--- src/rtl/subparser_dispatch.sv ---
// subparser_dispatch: routes one parser controller to one of NUM_SUBPARSERS subparsers.
//
// A trigger in idle latches sel and starts the chosen subparser once it reports ready.
// While that subparser runs, the single reader path (rd_*/is_empty) is routed to it
// and all other channels see an idle reader. The subparser's done/success is returned
// to the controller as a one-cycle done pulse plus a held success flag.
// An optional watchdog (TIMEOUT_CYCLES > 0) bounds the running phase. On expiry the
// subparser is shown an empty reader so that it winds down by itself.
//
// Ports:
//   clk, reset                      clock, synchronous active-low reset
//   trigger, sel                    start request and channel index (sampled in idle)
//   done, rdy, success, timed_out   completion pulse, idle flag, held result flags
//   rd_trigger, rd_done, rd_rdy,
//   is_empty                        shared reader interface
//   sp_trigger, sp_done, sp_rdy,
//   sp_success                      per-channel subparser control
//   sp_rd_trigger, sp_rd_done,
//   sp_rd_rdy, sp_is_empty          per-channel reader interface
module subparser_dispatch #(
    parameter int unsigned NUM_SUBPARSERS = 4,
    parameter int unsigned SEL_WIDTH      = $clog2(NUM_SUBPARSERS),
    parameter int unsigned TIMEOUT_CYCLES = 0
) (
    input  logic                      clk,
    input  logic                      reset,
    input  logic                      trigger,
    input  logic [SEL_WIDTH-1:0]      sel,
    output logic                      done,
    output logic                      rdy,
    output logic                      success,
    output logic                      timed_out,
    output logic                      rd_trigger,
    input  logic                      rd_done,
    input  logic                      rd_rdy,
    input  logic                      is_empty,
    output logic [NUM_SUBPARSERS-1:0] sp_trigger,
    input  logic [NUM_SUBPARSERS-1:0] sp_done,
    input  logic [NUM_SUBPARSERS-1:0] sp_rdy,
    input  logic [NUM_SUBPARSERS-1:0] sp_rd_trigger,
    output logic [NUM_SUBPARSERS-1:0] sp_rd_done,
    output logic [NUM_SUBPARSERS-1:0] sp_rd_rdy,
    output logic [NUM_SUBPARSERS-1:0] sp_is_empty,
    input  logic [NUM_SUBPARSERS-1:0] sp_success
);

    localparam int unsigned CntW =
        (TIMEOUT_CYCLES > 0) ? $clog2(TIMEOUT_CYCLES + 1) : 1;
    localparam int unsigned TimeoutLast =
        (TIMEOUT_CYCLES > 0) ? TIMEOUT_CYCLES - 1 : 0;
    localparam logic [SEL_WIDTH:0] NumSp = (SEL_WIDTH + 1)'(NUM_SUBPARSERS);
    localparam logic [CntW-1:0]    CntMax = {CntW{1'b1}};
    localparam logic [CntW-1:0]    CntLast = CntW'(TimeoutLast);

    typedef enum logic [2:0] {
        StIdle,
        StWaitRdy,
        StBusy,
        StDrain,
        StDone
    } state_e;

    state_e               state_q, state_d;
    logic [SEL_WIDTH-1:0] sel_q, sel_d;
    logic                 success_q, success_d;
    logic                 timed_out_q, timed_out_d;
    logic [CntW-1:0]      cnt_q, cnt_d;

    logic sel_ok;
    logic expire;

    // Non-power-of-two channel counts leave sel codes with no subparser behind them.
    assign sel_ok = ({1'b0, sel} < NumSp);
    assign expire = (TIMEOUT_CYCLES > 0) && (cnt_q == CntLast);

    always_ff @(posedge clk) begin
        if (!reset) begin
            state_q     <= StIdle;
            sel_q       <= '0;
            success_q   <= 1'b0;
            timed_out_q <= 1'b0;
            cnt_q       <= '0;
        end else begin
            state_q     <= state_d;
            sel_q       <= sel_d;
            success_q   <= success_d;
            timed_out_q <= timed_out_d;
            cnt_q       <= cnt_d;
        end
    end

    always_comb begin
        state_d     = state_q;
        sel_d       = sel_q;
        success_d   = success_q;
        timed_out_d = timed_out_q;
        cnt_d       = cnt_q;

        // Idle reader presented to every channel unless routing says otherwise.
        rd_trigger  = 1'b0;
        sp_trigger  = '0;
        sp_rd_done  = '0;
        sp_rd_rdy   = '0;
        sp_is_empty = '1;

        unique case (state_q)
            StIdle: begin
                if (trigger) begin
                    success_d = 1'b0;
                    if (sel_ok) begin
                        sel_d       = sel;
                        timed_out_d = 1'b0;
                        state_d     = StWaitRdy;
                    end else begin
                        timed_out_d = 1'b1;
                        state_d     = StDone;
                    end
                end
            end

            StWaitRdy: begin
                sp_trigger[sel_q] = sp_rdy[sel_q];
                if (sp_rdy[sel_q]) begin
                    cnt_d   = '0;
                    state_d = StBusy;
                end
            end

            StBusy: begin
                rd_trigger         = sp_rd_trigger[sel_q];
                sp_rd_done[sel_q]  = rd_done;
                sp_rd_rdy[sel_q]   = rd_rdy;
                sp_is_empty[sel_q] = is_empty;
                // A done on the expiry cycle takes priority over the watchdog.
                if (sp_done[sel_q]) begin
                    success_d = sp_success[sel_q];
                    state_d   = StDone;
                end else begin
                    if (cnt_q != CntMax) begin
                        cnt_d = cnt_q + CntW'(1);
                    end
                    if (expire) begin
                        timed_out_d = 1'b1;
                        state_d     = StDrain;
                    end
                end
            end

            // Reader stays idle/empty (the defaults) until the subparser gives up.
            StDrain: begin
                if (sp_done[sel_q]) begin
                    success_d = 1'b0;
                    state_d   = StDone;
                end
            end

            StDone: begin
                state_d = StIdle;
            end

            default: begin
                state_d = StIdle;
            end
        endcase
    end

    assign done      = (state_q == StDone);
    assign rdy       = (state_q == StIdle);
    assign success   = success_q;
    assign timed_out = timed_out_q;

endmodule

--- config.mk ---
export PLATFORM = sky130hd
export DESIGN_NAME = subparser_dispatch
export DESIGN_NICKNAME = d
export VERILOG_FILES = /design/src/rtl/subparser_dispatch.sv
export SDC_FILE = /design/constraint.sdc
export NUM_CORES = 1
export LEC_CHECK = 0
export CORE_UTILIZATION = 30
export CTS_CLUSTER_SIZE = 8
export DETAILED_ROUTE_END_ITERATION = 8
export GPL_TIMING_DRIVEN = 0
export PLACE_DENSITY_LB_ADDON = 0.12
export SLEW_MARGIN = 15
export SYNTH_ARGS = -nofsm -noshare
export SYNTH_HDL_FRONTEND = slang
export SYNTH_SLANG_ARGS = --single-unit
--- constraint.sdc ---
create_clock -name clk -period 2.8 [get_ports clk]
set_input_delay 0.28 -clock clk [delete_from_list [all_inputs] [get_ports clk]]
set_output_delay 0.28 -clock clk [all_outputs]
set_load 0.1 [all_outputs]
==> summary.md <==
Critical path
- **reg2reg setup slack** 1.28 ns
- **Crit Path Category** reg -> out
- **Crit. End Element** output pin
- **startpoint class of the critical path** flip-flop
- **critical path peak fanout** 9
- **crit path DAT** 2.31 ns
- **Worst Path Required** 2.52 ns

STA
- **fin. max-slew vios** 0
- **RSZ-0062 raised after global routing** false
- **total of endpoints with negative setup slack in the final report** 0
- **pin slew with the least headroom to its limit** 0.961 ns
- **Min Clock Period, post-route** 2.59 ns
- **f_max** 386 MHz
- **Post-Route Skew** 0.00172 ns
- **share of the clock period used by the worst path** 92.5%
- **worst slew margin relative to its limit** 35.7%
- **sum of negative setup slack** 0 ns
- **final hold viol count** 0

Run
- **count of max-cap constraint violations** 0

Logic synthesis
- **share of synthesized flip-flops with an asynchronous set or reset** 0%
- **mean area per synthesized cell** 7.93 µm²
- **Most used DFF post-synth** sky130_fd_sc_hd__dfxtp_1
- **sequential fraction of the synthesis area** 21.3%
- **cell type with the highest aggregate area in the netlist** sky130_fd_sc_hd__dfxtp_1
- **synthesized netlist cell count** 71
- **post-synth design cell area** 563 µm²
- **flip-flop and latch count after synthesis** 6
- **synth top area cells** sky130_fd_sc_hd__dfxtp_1, sky130_fd_sc_hd__mux4_2, sky130_fd_sc_hd__nor2_1, sky130_fd_sc_hd__mux2i_1, sky130_fd_sc_hd__nand2_1
- **Yosys Warn Count** 0
- **proportion of netlist area held by the largest area contributor** 21.3%
- **number of flops mapped to enable cells by yosys** 0
- **Netlist cell types** 26
- **Post-Syn Nets** 95

Routing
- **Antenna Violating Nets Remaining** 0
- **number of DRC violations after detailed routing** 0
- **final wirelength** 1.69 mm
- **First DRT Iteration DRCs** 11
- **number of detailed-route iterations in the first pass** 4
- **WL per Instance** 11.9 µm
- **Via-to-Cell Ratio** 4.85
- **total via count after detailed routing** 688

Global route
- **met2 usage in global routing** 29.6%
- **number of antenna violations at the first check in global routing** 0
- **met1 GRT Util** 22.9%
- **GRT Max-Usage Layer** met2
- **GRT Residual Overflow** 0
- **number of global-route vias before repair** 621
- **first-pass GRT wire length** 2.67 mm
- **routing usage on met3** 6.00%
- **maximum number of pins on one net before global-route repair** 11
- **GRT Util Overall** 18.3%

Floorplan
- **starting density of the core** 32.3%
- **number of top-level design ports** 45
- **num rows** 15
- **core area** 1750 µm²
- **Die Y** 45.3 µm
- **area enclosed by the die boundary** 2050 µm²
- **die width** 45.3 µm

CTS
- **insertion delay to the later sink of the worst-skew pair** 0.24 ns
- **H-tree levels** 1
- **post-CTS setup-driven buffer insertion count** 0
- **number of sinks driven by the clock tree** 6
- **hold-fix buffers at CTS** 0
- **clock slew seen by the registers of the worst setup and hold paths** 0.05 ns
- **clock tree from TritonCTS** built
- **Root Buffer Master** sky130_fd_sc_hd__clkbuf_4
- **Clock Tree Buf Depth** 2
- **TritonCTS Buffers** 3

Cells and area
- **fraction of layout instances using a drive strength above 1** 23.1%
- **core occupancy in the finished layout** 58.5%
- **area added between synthesis and finish** 81.3%
- **commonest non-fill, non-tap cell in the layout** sky130_fd_sc_hd__clkdlybuf4s50_1
- **Antenna Diode Count** 0
- **final standard cell area without fillers** 1020 µm²
- **nets** 143
- **top library cells by usage in the layout, fill and taps aside** sky130_fd_sc_hd__clkdlybuf4s50_1, sky130_fd_sc_hd__nor2_1, sky130_fd_sc_hd__dlygate4sd2_1, sky130_fd_sc_hd__nand2_1, sky130_fd_sc_hd__clkbuf_2

Power and ir drop
- **post-route total power** 297 µW
- **Leak Pwr** 0.000417 µW
- **Pwr per Cell Area** 291 nW/µm²
- **IR drop worst, VDD** 0.000218 V

Place
- **cell area after placement** 1050 µm²
- **routability cong.** 0.736
- **count of input and output buffers** 43
- **half-perimeter wire length after placement** 1.39 mm

Worst hold path
- **type of the most critical hold path** reg -> reg

Run status
- **result of the run** complete, no violations

## final timing paths
check,startpoint,to,cells after the start
max,state_q[1],sp_trigger[0],5
min,success,success,2
max reg2reg,state_q[1],success,5
min reg2reg,success,success,2
## sequential cells by signal, indices dropped and copies added, names as in the netlist
signal and count:
state_q 3, success 1, sel_q 2
## layout make-up
class / count / area (µm²)
well taps: 25 / 31.3
inverters: 2 / 7.51
plain buffers: 7 / 41.3
repair buffers: 43 / 379
multi-input cells: 56 / 419
flip-flops and latches: 6 / 120
clock buffers: 3 / 22.5
fillers: 170 / 724
## critical path: stages (launching register included)
cell	delay, ns
sky130_fd_sc_hd__dfxtp_1	0.29
sky130_fd_sc_hd__clkbuf_1	0.19
sky130_fd_sc_hd__nor2_1	0.30
sky130_fd_sc_hd__nand3_1	0.24
sky130_fd_sc_hd__nor3_2	0.16
sky130_fd_sc_hd__dlygate4sd2_1	0.87
## cell usage after synthesis, types with 2 or more instances
cell / count
sky130_fd_sc_hd__nand2b_1: 4
sky130_fd_sc_hd__clkbuf_1: 2
sky130_fd_sc_hd__nor3b_1: 3
sky130_fd_sc_hd__nand2_1: 8
sky130_fd_sc_hd__nand3_1: 5
sky130_fd_sc_hd__buf_2: 3
sky130_fd_sc_hd__inv_1: 2
sky130_fd_sc_hd__nor2_1: 11
sky130_fd_sc_hd__dfxtp_1: 6
sky130_fd_sc_hd__mux4_2: 2
sky130_fd_sc_hd__mux2i_1: 3
sky130_fd_sc_hd__nor3_1: 4
sky130_fd_sc_hd__a21oi_1: 5
## cell families (layout without fill, tap and decap cells)
| kind of cell | Yosys count | after routing | share of synthesized area (%) |
|---|---|---|---|
| other | 1 | 1 | 0.666 |
| multiplexers | 6 | 6 | 18.0 |
| AND/OR/NAND/NOR | 41 | 41 | 40.4 |
| buffers and inverters | 9 | 55 | 8.67 |
| AO/OA/AOI/OAI | 8 | 8 | 10.9 |
| flip-flops | 6 | 6 | 21.3 |
## what timing repair did
item | 4_1_cts | 5_1_grt
endpoints found under the setup margin | 17 | 8
resized for setup | 18 | 15
endpoints found under the hold margin | 0 | 0
cloned | 0 | 0
## metal layers
| layer | routed length [µm] | vias up | part of all wire, % |
|---|---|---|---|
| met5 | 0 | - | 0 |
| met4 | 14 | 0 | 0.83 |
| met3 | 66 | 2 | 3.9 |
| met2 | 887 | 21 | 52 |
| met1 | 721 | 323 | 43 |
| li1 | - | 342 | - |
## power breakdown
group          internal [µW]  switching, µW
Sequential              89.2           1.89
Combinational           57.5           67.5
Clock                   48.6           32.3
Total                    195            102
## through the flow
step           cells  hold slack (ns)  setup slack (ns)
6_report         142            0.481             0.210
2_1_floorplan     71            0.403             0.275
4_1_cts          142            0.475            0.0128
3_3_place_gp     139            0.448          -0.00510
5_1_grt          142            0.498            0.0164
3_5_place_dp     139            0.469           -0.0166
Power figures use the tool's default switching activity.
